$ cat src/rtl/mmio_shadow_regfile_if.sv
// Host byte-bus bundle for the shadow register file: strobes, address, data and read return.
interface mmio_shadow_regfile_if #(
  parameter int unsigned AW = 8,
  parameter int unsigned DW = 8
);
  logic          cs;
  logic          rd;
  logic          wr;
  logic [AW-1:0] addr;
  logic [DW-1:0] wdata;
  logic [DW-1:0] rdata;
  logic          rvalid;

  modport master (output cs, rd, wr, addr, wdata, input rdata, rvalid);
  modport slave  (input cs, rd, wr, addr, wdata, output rdata, rvalid);
endinterface

$ cat src/rtl/mmio_shadow_regfile.sv
// Multi-channel MMIO register map with shadow/active configuration copies and deferred commit.
module mmio_shadow_regfile #(
  parameter int unsigned DW    = 8,
  parameter int unsigned NCH   = 2,
  parameter int unsigned CH_AW = 7,
  parameter int unsigned AW    = 8,
  parameter int unsigned NCFG  = 64
) (
  input  logic                     clk_i,
  input  logic                     rst_i,
  mmio_shadow_regfile_if.slave     bus,
  input  logic [NCH-1:0]           core_busy_i,
  output logic [NCH*NCFG*DW-1:0]   active_cfg_o,
  output logic [NCH-1:0]           reg_mode_o,
  output logic [NCH-1:0]           dt_mode_o,
  output logic [NCH*DW-1:0]        dt_ext_o,
  output logic [NCH-1:0]           cfg_updated_o,
  output logic                     err_irq_o
);

  localparam int unsigned CHW      = AW - CH_AW;
  localparam int unsigned CIW      = (NCH > 1) ? $clog2(NCH) : 1;
  localparam int unsigned IW       = (NCFG > 1) ? $clog2(NCFG) : 1;
  localparam int unsigned CFG_BASE = 16;

  logic [NCH-1:0][NCFG-1:0][DW-1:0] shadow_q, shadow_d;
  logic [NCH-1:0][NCFG-1:0][DW-1:0] active_q, active_d;
  logic [NCH-1:0][DW-1:0]           dt_ext_q, dt_ext_d;
  logic [NCH-1:0]                   reg_mode_q, reg_mode_d;
  logic [NCH-1:0]                   dt_mode_q, dt_mode_d;
  logic [NCH-1:0]                   pend_q, pend_d;
  logic [NCH-1:0]                   err_q, err_d;
  logic [NCH-1:0]                   cfg_upd_q, cfg_upd_d;
  logic                             err_irq_q, err_irq_d;
  logic [DW-1:0]                    rdata_q, rdata_d;
  logic                             rvalid_q, rvalid_d;

  logic [CHW-1:0]   ch_c;
  logic [CH_AW-1:0] off_c;
  logic [CIW-1:0]   ch_idx_c;
  logic [IW-1:0]    cfg_idx_c;
  logic             ch_ok_c;
  logic             cfg_hit_c;
  logic             legal_c;
  logic             we_c;
  logic             re_c;
  logic [DW-1:0]    rd_val_c;

  // Address decode into channel and per-channel offset.
  assign ch_c      = bus.addr[AW-1:CH_AW];
  assign off_c     = bus.addr[CH_AW-1:0];
  assign ch_idx_c  = CIW'(ch_c);
  assign ch_ok_c   = (32'(ch_c) < NCH);
  assign cfg_hit_c = (32'(off_c) >= CFG_BASE) && (32'(off_c) < CFG_BASE + NCFG);
  assign cfg_idx_c = IW'(32'(off_c) - CFG_BASE);
  assign legal_c   = (off_c <= CH_AW'(3)) || cfg_hit_c;
  assign we_c      = bus.cs & bus.wr;
  assign re_c      = bus.cs & bus.rd & ~bus.wr;

  // Read data mux; unmapped offsets and absent channels return zero.
  always_comb begin
    rd_val_c = '0;
    if (ch_ok_c) begin
      case (off_c)
        CH_AW'(0): rd_val_c = DW'(2);
        CH_AW'(1): rd_val_c = DW'({dt_mode_q[ch_idx_c], reg_mode_q[ch_idx_c], 1'b0});
        CH_AW'(2): rd_val_c = DW'({core_busy_i[ch_idx_c], err_q[ch_idx_c], pend_q[ch_idx_c]});
        CH_AW'(3): rd_val_c = dt_ext_q[ch_idx_c];
        default: begin
          if (cfg_hit_c) rd_val_c = shadow_q[ch_idx_c][cfg_idx_c];
        end
      endcase
    end
  end

  // Next-state: commit copies use pre-edge shadow, then the bus access is applied.
  always_comb begin
    shadow_d   = shadow_q;
    active_d   = active_q;
    dt_ext_d   = dt_ext_q;
    reg_mode_d = reg_mode_q;
    dt_mode_d  = dt_mode_q;
    pend_d     = pend_q;
    err_d      = err_q;
    cfg_upd_d  = '0;
    rdata_d    = rdata_q;
    rvalid_d   = 1'b0;

    for (int c = 0; c < NCH; c++) begin
      if (pend_q[c] && !core_busy_i[c]) begin
        active_d[c]  = shadow_q[c];
        pend_d[c]    = 1'b0;
        cfg_upd_d[c] = 1'b1;
      end
    end

    if (re_c) begin
      rdata_d  = rd_val_c;
      rvalid_d = 1'b1;
    end

    if ((we_c || re_c) && ch_ok_c && !legal_c) err_d[ch_idx_c] = 1'b1;

    if (we_c && ch_ok_c && legal_c) begin
      case (off_c)
        CH_AW'(1): begin
          reg_mode_d[ch_idx_c] = bus.wdata[1];
          dt_mode_d[ch_idx_c]  = bus.wdata[2];
          // A commit while one is already pending folds into that one.
          if (bus.wdata[0] && !pend_q[ch_idx_c]) pend_d[ch_idx_c] = 1'b1;
        end
        CH_AW'(2): begin
          if (bus.wdata[1]) err_d[ch_idx_c] = 1'b0;
        end
        CH_AW'(3): begin
          if (dt_mode_q[ch_idx_c]) err_d[ch_idx_c] = 1'b1;
          else dt_ext_d[ch_idx_c] = bus.wdata;
        end
        default: begin
          if (cfg_hit_c) shadow_d[ch_idx_c][cfg_idx_c] = bus.wdata;
        end
      endcase
    end

    err_irq_d = |err_d;
  end

  // State registers with synchronous reset.
  always_ff @(posedge clk_i) begin
    if (rst_i) begin
      shadow_q   <= '0;
      active_q   <= '0;
      dt_ext_q   <= '0;
      reg_mode_q <= '0;
      dt_mode_q  <= '0;
      pend_q     <= '0;
      err_q      <= '0;
      cfg_upd_q  <= '0;
      err_irq_q  <= 1'b0;
      rdata_q    <= '0;
      rvalid_q   <= 1'b0;
    end else begin
      shadow_q   <= shadow_d;
      active_q   <= active_d;
      dt_ext_q   <= dt_ext_d;
      reg_mode_q <= reg_mode_d;
      dt_mode_q  <= dt_mode_d;
      pend_q     <= pend_d;
      err_q      <= err_d;
      cfg_upd_q  <= cfg_upd_d;
      err_irq_q  <= err_irq_d;
      rdata_q    <= rdata_d;
      rvalid_q   <= rvalid_d;
    end
  end

  assign bus.rdata     = rdata_q;
  assign bus.rvalid    = rvalid_q;
  assign active_cfg_o  = active_q;
  assign reg_mode_o    = reg_mode_q;
  assign dt_mode_o     = dt_mode_q;
  assign dt_ext_o      = dt_ext_q;
  assign cfg_updated_o = cfg_upd_q;
  assign err_irq_o     = err_irq_q;

endmodule

$ cat src/flat_wrapper.sv
// flat-port wrapper written by rule: the top's interface ports become plain ports
module mmio_shadow_regfile_flat 
#(
  parameter int unsigned DW    = 8,
  parameter int unsigned NCH   = 2,
  parameter int unsigned CH_AW = 7,
  parameter int unsigned AW    = 8,
  parameter int unsigned NCFG  = 64
)
  (clk_i, rst_i, core_busy_i, active_cfg_o, reg_mode_o, dt_mode_o, dt_ext_o, cfg_updated_o, err_irq_o, bus_cs, bus_rd, bus_wr, bus_addr, bus_wdata, bus_rdata, bus_rvalid);
  mmio_shadow_regfile_if #(.AW(AW), .DW(DW)) bus_i ();
  input  logic clk_i;
  input  logic rst_i;
  input  logic [NCH-1:0] core_busy_i;
  output logic [NCH*NCFG*DW-1:0] active_cfg_o;
  output logic [NCH-1:0] reg_mode_o;
  output logic [NCH-1:0] dt_mode_o;
  output logic [NCH*DW-1:0] dt_ext_o;
  output logic [NCH-1:0] cfg_updated_o;
  output logic err_irq_o;
  input wire logic [$bits(bus_i.cs)-1:0] bus_cs;
  input wire logic [$bits(bus_i.rd)-1:0] bus_rd;
  input wire logic [$bits(bus_i.wr)-1:0] bus_wr;
  input wire logic [$bits(bus_i.addr)-1:0] bus_addr;
  input wire logic [$bits(bus_i.wdata)-1:0] bus_wdata;
  output wire logic [$bits(bus_i.rdata)-1:0] bus_rdata;
  output wire logic [$bits(bus_i.rvalid)-1:0] bus_rvalid;
  assign bus_i.cs = bus_cs;
  assign bus_i.rd = bus_rd;
  assign bus_i.wr = bus_wr;
  assign bus_i.addr = bus_addr;
  assign bus_i.wdata = bus_wdata;
  assign bus_rdata = bus_i.rdata;
  assign bus_rvalid = bus_i.rvalid;
  mmio_shadow_regfile #(.DW(DW), .NCH(NCH), .CH_AW(CH_AW), .AW(AW), .NCFG(NCFG)) u_core (.clk_i(clk_i), .rst_i(rst_i), .bus(bus_i), .core_busy_i(core_busy_i), .active_cfg_o(active_cfg_o), .reg_mode_o(reg_mode_o), .dt_mode_o(dt_mode_o), .dt_ext_o(dt_ext_o), .cfg_updated_o(cfg_updated_o), .err_irq_o(err_irq_o));
endmodule
$ cat config.mk
export PLATFORM = sky130hd
export DESIGN_NAME = mmio_shadow_regfile_flat
export DESIGN_NICKNAME = d
export VERILOG_FILES = /design/src/rtl/mmio_shadow_regfile_if.sv /design/src/rtl/mmio_shadow_regfile.sv /design/src/flat_wrapper.sv
export SDC_FILE = /design/constraint.sdc
export NUM_CORES = 2
export LEC_CHECK = 0
export BUFFER_PORTS_ARGS = -buffer_cell sky130_fd_sc_hd__buf_2
export CELL_PAD_IN_SITES_DETAIL_PLACEMENT = 1
export CELL_PAD_IN_SITES_GLOBAL_PLACEMENT = 1
export CORE_UTILIZATION = 47
export CTS_BUF_LIST = sky130_fd_sc_hd__clkbuf_4 sky130_fd_sc_hd__clkbuf_8 sky130_fd_sc_hd__clkbuf_16
export DETAILED_ROUTE_END_ITERATION = 8
export PLACE_DENSITY = 0.8
export SLEW_MARGIN = 10
export SYNTH_ARGS = -nofsm -noshare
export SYNTH_HDL_FRONTEND = slang
export SYNTH_SLANG_ARGS = --single-unit
$ cat constraint.sdc
create_clock -name clk_i -period 6.07 [get_ports clk_i]
set_input_delay 0 -clock clk_i [delete_from_list [all_inputs] [get_ports clk_i]]
set_output_delay 0 -clock clk_i [all_outputs]
set_load 0.01 [all_outputs]
# Yosys cells after proc, flatten, opt, wreduce, memory -nomap -nowiden

Cells that the tools add are included.

Add/subtract/negate cells: 1
Order comparisons: 7
Equality and inequality tests: 3
Muxes and demuxes: 43
Bitwise operators: 11
Reductions and logical operators: 20

Operators with widths:

| cell                                                               | number |
|---|---|
| two-way mux 512 bit                                                | 3 |
| bitwise mux 1024 bit                                               | 1 |
| demux 512 bit (select 1 bit)                                       | 1 |
| binary-select mux 8 bit (select 6 bit)                             | 1 |
| demux 8 bit (select 6 bit)                                         | 1 |
| two-way mux 8 bit                                                  | 6 |
| case mux 8 bit (4 select lines)                                    | 1 |
| bitwise mux 16 bit                                                 | 1 |
| two-way mux 1 bit                                                  | 16 |
| equality test 7 x 2 -> 1 bit (second input constant)               | 2 |
| two-way mux 2 bit                                                  | 7 |
| demux 8 bit (select 1 bit)                                         | 1 |
| logical AND 1 bit                                                  | 8 |
| equality test 7 x 1 -> 1 bit (second input constant)               | 1 |
| greater-or-equal comparator 7 x 5 -> 1 bit (second input constant) | 1 |
| less-or-equal comparator 7 x 2 -> 1 bit (second input constant)    | 1 |
| logical NOT 7 bit                                                  | 1 |
| less-than comparator 6 x 7 -> 1 bit (second input constant)        | 1 |
| less-than comparator 7 bit (second input constant)                 | 1 |
| greater-or-equal comparator 6 x 1 -> 1 bit (second input constant) | 1 |
| bitwise OR 2 bit                                                   | 3 |
| AND reduction 3 bit                                                | 2 |
| subtractor 6 x 5 -> 6 bit (second input constant)                  | 1 |
| bitwise mux 2 bit                                                  | 2 |
| 13 further kinds                                                   | 21 |

Bits in registers: 2,084
Bits of input ports: 23
Output and inout port bits: 1,056
Word-level logic and storage cells: 351

# Logic depth before layout (Yosys ltp)

Depth in word-level cells: 11
Mapped depth: 11

# Least setup slack after synthesis

No wires, ideal clock.

Path type: input -> register
Start: input port bus_addr[4]
End: register u_core.shadow_q[680] (netlist name)
Setup time: 128 ps
Data arrival time: 2,168 ps
Required time: 5,942 ps
Path slack: 3,774 ps
Stages: 10
Path buffers: 2
Cell sequence: clkinv_1 ha_1 or3b_1 buf_2 o311ai_4 nor4_2 buf_4 nand3_2 mux2i_1 nor2_1

Word-level cells in the longest chain between the ends: 8
Elaborated cells on any way between the ends: 21

RTL lines:

| what                                                                                                                    | RTL line                   | text |
|---|---|---|
| start, declared                                                                                                         | flat_wrapper.sv:24         | `input wire logic [$bits(bus_i.addr)-1:0] bus_addr;` |
| subtractor 6 x 5 -> 6 bit                                                                                               | mmio_shadow_regfile.sv:55  | `assign cfg_idx_c = IW'(32'(off_c) - CFG_BASE);` |
| less-than comparator 6 x 7 -> 1 bit (not written as such) or greater-or-equal comparator 6 x 1 -> 1 bit (tied branches) | mmio_shadow_regfile.sv:120 | `if (cfg_hit_c) shadow_d[ch_idx_c][cfg_idx_c] = bus.wdata;` |
| logical AND 1 bit (not written as such)                                                                                 | mmio_shadow_regfile.sv:120 |  |
| two-way mux 8 bit (not written as such)                                                                                 | mmio_shadow_regfile.sv:120 |  |
| demux 8 bit (select 6 bit)                                                                                              | n/a                        |  |
| two-way mux 512 bit (not written as such)                                                                               | mmio_shadow_regfile.sv:120 |  |
| demux 512 bit (select 1 bit)                                                                                            | n/a                        |  |
| bitwise mux 1024 bit                                                                                                    | mmio_shadow_regfile.sv:120 |  |
| end signal, assigned                                                                                                    | mmio_shadow_regfile.sv:143 | `shadow_q <= shadow_d;` |
| end, declared                                                                                                           | mmio_shadow_regfile.sv:26  | `logic [NCH-1:0][NCFG-1:0][DW-1:0] shadow_q, shadow_d;` |

Parallel ways exist; a longest one is shown, timed or not.
A chain may end at the register's enable or synchronous reset.

# Worst setup path in the final report

Start: input port bus_addr[4]
End: register u_core.shadow_q[21] (netlist name)

The elaborated chain is that of the path after synthesis.

==> flow_metrics.tcl <==
set metrics [dict create \
    cts_max_path_buffers 3 \
    cts_tree "yes" \
    layout_common_cells "nand2_1 (2,206), dfxtp_1 (2,084), a21oi_1 (1,142)" \
    clk_latency_ns 0.88 \
    io_pins 1079 \
    antenna_left 0 \
    finalSetupTns_ns 0 \
    ys.flop_type "dfxtp_1" \
    post_cts_resize_count 0 \
    worstPathRequired_ns 6.78 \
    die_area_sq_um 176000 \
    n_fill_cell 19700 \
    root_buffer "clkbuf_16" \
    hp-class "in2reg" \
    overflow 0 \
    vias_per_cell 6.05 \
    finalHoldViolations 0 \
    syn-num-nets 8974 \
    die_x_um 420 \
    fin_cells 12100 \
    max_slew_margin 0.00320 \
    ys_types 80 \
    first_iter_violations 6753 \
    start_util 0.475 \
    rsz0062_at_grt "false" \
    row_count 152 \
    grt_use_met3 0.0743 \
    antenna_found_initial 24 \
    htree_levels 4 \
    synth_edf_count 0 \
    maxSlewViolCount 0 \
    synth_top_cell_area_share 0.509 \
    busiest_layer "met2" \
    clkTransAtPathRegs_ns 0.06 \
    reg2reg_to "u_core.bus.rdata[0]$_SDFFE_PP0P_" \
    die_h_um 420 \
    grt_pass1_vias 73100 \
    fmax_mhz 258 \
    power_density_nw_per_um2 300 \
    tightest_slew_ns 1.50 \
    pre_cts_slack_ns 1.93 \
    cts_sinks 2084 \
    use_met1 0.471 \
    setup_viol 0 \
    worst_slack_ns 2.19 \
    drt_wl_total_um 358000 \
    timing.rr.start "u_core.shadow_q[648]$_SDFFE_PP0P_" \
    dr.pass1.iters 6 \
    critPathKind "in2reg" \
    min_from "bus_addr[2]" \
    rrSetupSlack_ns 3.01 \
    synth_seq_area_share 0.509 \
    ys_seq_elements 2084 \
    core_sq_um 172000 \
    cp.arrival_ns 4.59 \
    leakagePower_nw 42.9 \
    cp-end-kind "register" \
    nets 9629 \
    cts_buffers 212 \
    fin_crit_ns 3.88 \
    drc 0 \
    dp.final_hpwl_um 240000 \
    grt_util_met2 0.624 \
    cp_max_fo 20 \
    maxCapViolCount 0 \
    synthTopCellsByArea "dfxtp_1 (51%), mux2i_1 (13%), nand2_1 (10%)" \
    drive_above_1_share 0.198 \
    layout_commonest_cell "nand2_1" \
    portBuffers 1078 \
    fin_skew_ns 0.0235 \
    utilization 0.557 \
    grt_use_total 0.393 \
    num_vias 73200 \
    peakVddDrop_mv 0.261 \
    hold_end "u_core.shadow_q[941]$_SDFFE_PP0P_" \
    netlist_instances 8947 \
    power.total_mw 28.8 \
    whs_path_depth 4 \
    wl_per_cell_um 29.6 \
    synth.avg_cell_area_sq_um 9.16 \
    min_period_over_period 0.640 \
    yosysWarnings 0 \
    grt_pass1_wl_um 510000 \
    rr_worst_depth 6 \
    cp-start-kind "input port" \
    synth_top_area_cell "dfxtp_1" \
    grt_max_degree 237 \
    place_inst 11700 \
    synth_area_sq_um 82000 \
    async_flop_share 0 \
    gp_congestion 0.949 \
    multiInputGateArea_sq_um 37300 \
    syn_to_final_growth_pct 17.3 \
    register_area_sq_um 41700 \
    status "completed" \
]
kinds of logic (layout without fill, tap and decap cells):
| group | after synthesis | count (layout) | share of synthesized area |
|---|---|---|---|
| flip-flops | 2084 | 2084 | 0.509 |
| buffers and inverters | 752 | 1583 | 0.0378 |
| multiplexers | 1294 | 1294 | 0.191 |
| AND/OR/NAND/NOR | 3442 | 3442 | 0.172 |
| adder cells (fa/ha/maj) | 4 | 4 | 0.000611 |
| other | 0 | 9 | 0 |
| AO/OA/AOI/OAI | 1371 | 1371 | 0.0900 |
cell type report:
cell class	instances	area share
Multi-Input combinational cell	6111	0.388
Clock buffer	319	0.0679
Tap cell	2310	0.0301
Antenna cell	9	0.000234
Sequential cell	2084	0.434
Inverter	8	0.000338
Timing Repair Buffer	1185	0.0694
Clock inverter	71	0.0102
flip-flops by register name (all words and copies together), names as in the netlist, 2 cells and up:
| signal | cells |
|---|---|
| u_core.cfg_updated_o | 2 |
| u_core.active_cfg_o | 1024 |
| u_core.bus.rdata | 8 |
| u_core.shadow_q | 1024 |
| u_core.dt_mode_o | 2 |
| u_core.err_q | 2 |
| u_core.pend_q | 2 |
| u_core.dt_ext_o | 16 |
| u_core.reg_mode_o | 2 |
cells in the mapped netlist, types with 17 or more instances:
cell type  count
nand2_1     2206
dfxtp_1     2084
a21oi_1     1142
mux2i_1     1061
nor2_1       979
clkbuf_1     609
mux4_2       215
nand3_2       93
nand3_1       73
o21ai_0       63
buf_2         53
buf_1         38
buf_4         33
o22ai_1       28
a22oi_1       27
mux2_2        18
a211oi_1      17
o221ai_1      17
layer usage:
layer / vias up / share of wire
met5: - / 0.00040
met4: 22 / 0.088
met3: 1054 / 0.074
met2: 3472 / 0.46
met1: 37100 / 0.38
li1: 31500 / -
worst max-delay path by stage:
stage,start,end,cells after the start
5_1_grt,bus_addr[4],u_core.shadow_q[21]$_SDFFE_PP0P_,12
3_3_place_gp,bus_addr[0],u_core.bus.rdata[4]$_SDFFE_PP0P_,7
4_1_cts,bus_addr[4],u_core.shadow_q[16]$_SDFFE_PP0P_,12
6_report,bus_addr[4],u_core.shadow_q[21]$_SDFFE_PP0P_,12
2_1_floorplan,bus_addr[4],u_core.shadow_q[680]$_SDFFE_PP0P_,10
3_5_place_dp,bus_addr[4],u_core.shadow_q[17]$_SDFFE_PP0P_,11
through the flow:
stage               hold slack, ns  area, sq um
global route                 0.173        96100
detailed placement           0.346        88400
CTS                          0.110        96100
finish                       0.189        96100
global placement             0.330        88300
floorplan                    0.133        82000
timing repair:
item | in CTS | in global routing
endpoints found under the hold margin | 788 | 0
hold buffers | 26 | 0
buffers inserted | 0 | 0
critical path: stages:
cell           delay, ns
dlygate4sd3_1       0.53
buf_2               0.39
clkinv_1            0.18
ha_1                0.24
buf_4               0.24
or3b_1              0.42
o311ai_4            0.25
nor4_4              0.90
buf_4               0.52
nand3_1             0.47
mux2i_1             0.34
nor2_1              0.07
where the power goes:
part,switching (mW),internal [mW]
Clock,5.80,8.31
Sequential,0.0110,13.7
Combinational,0.815,0.198
(Power assumes the default switching activity.)
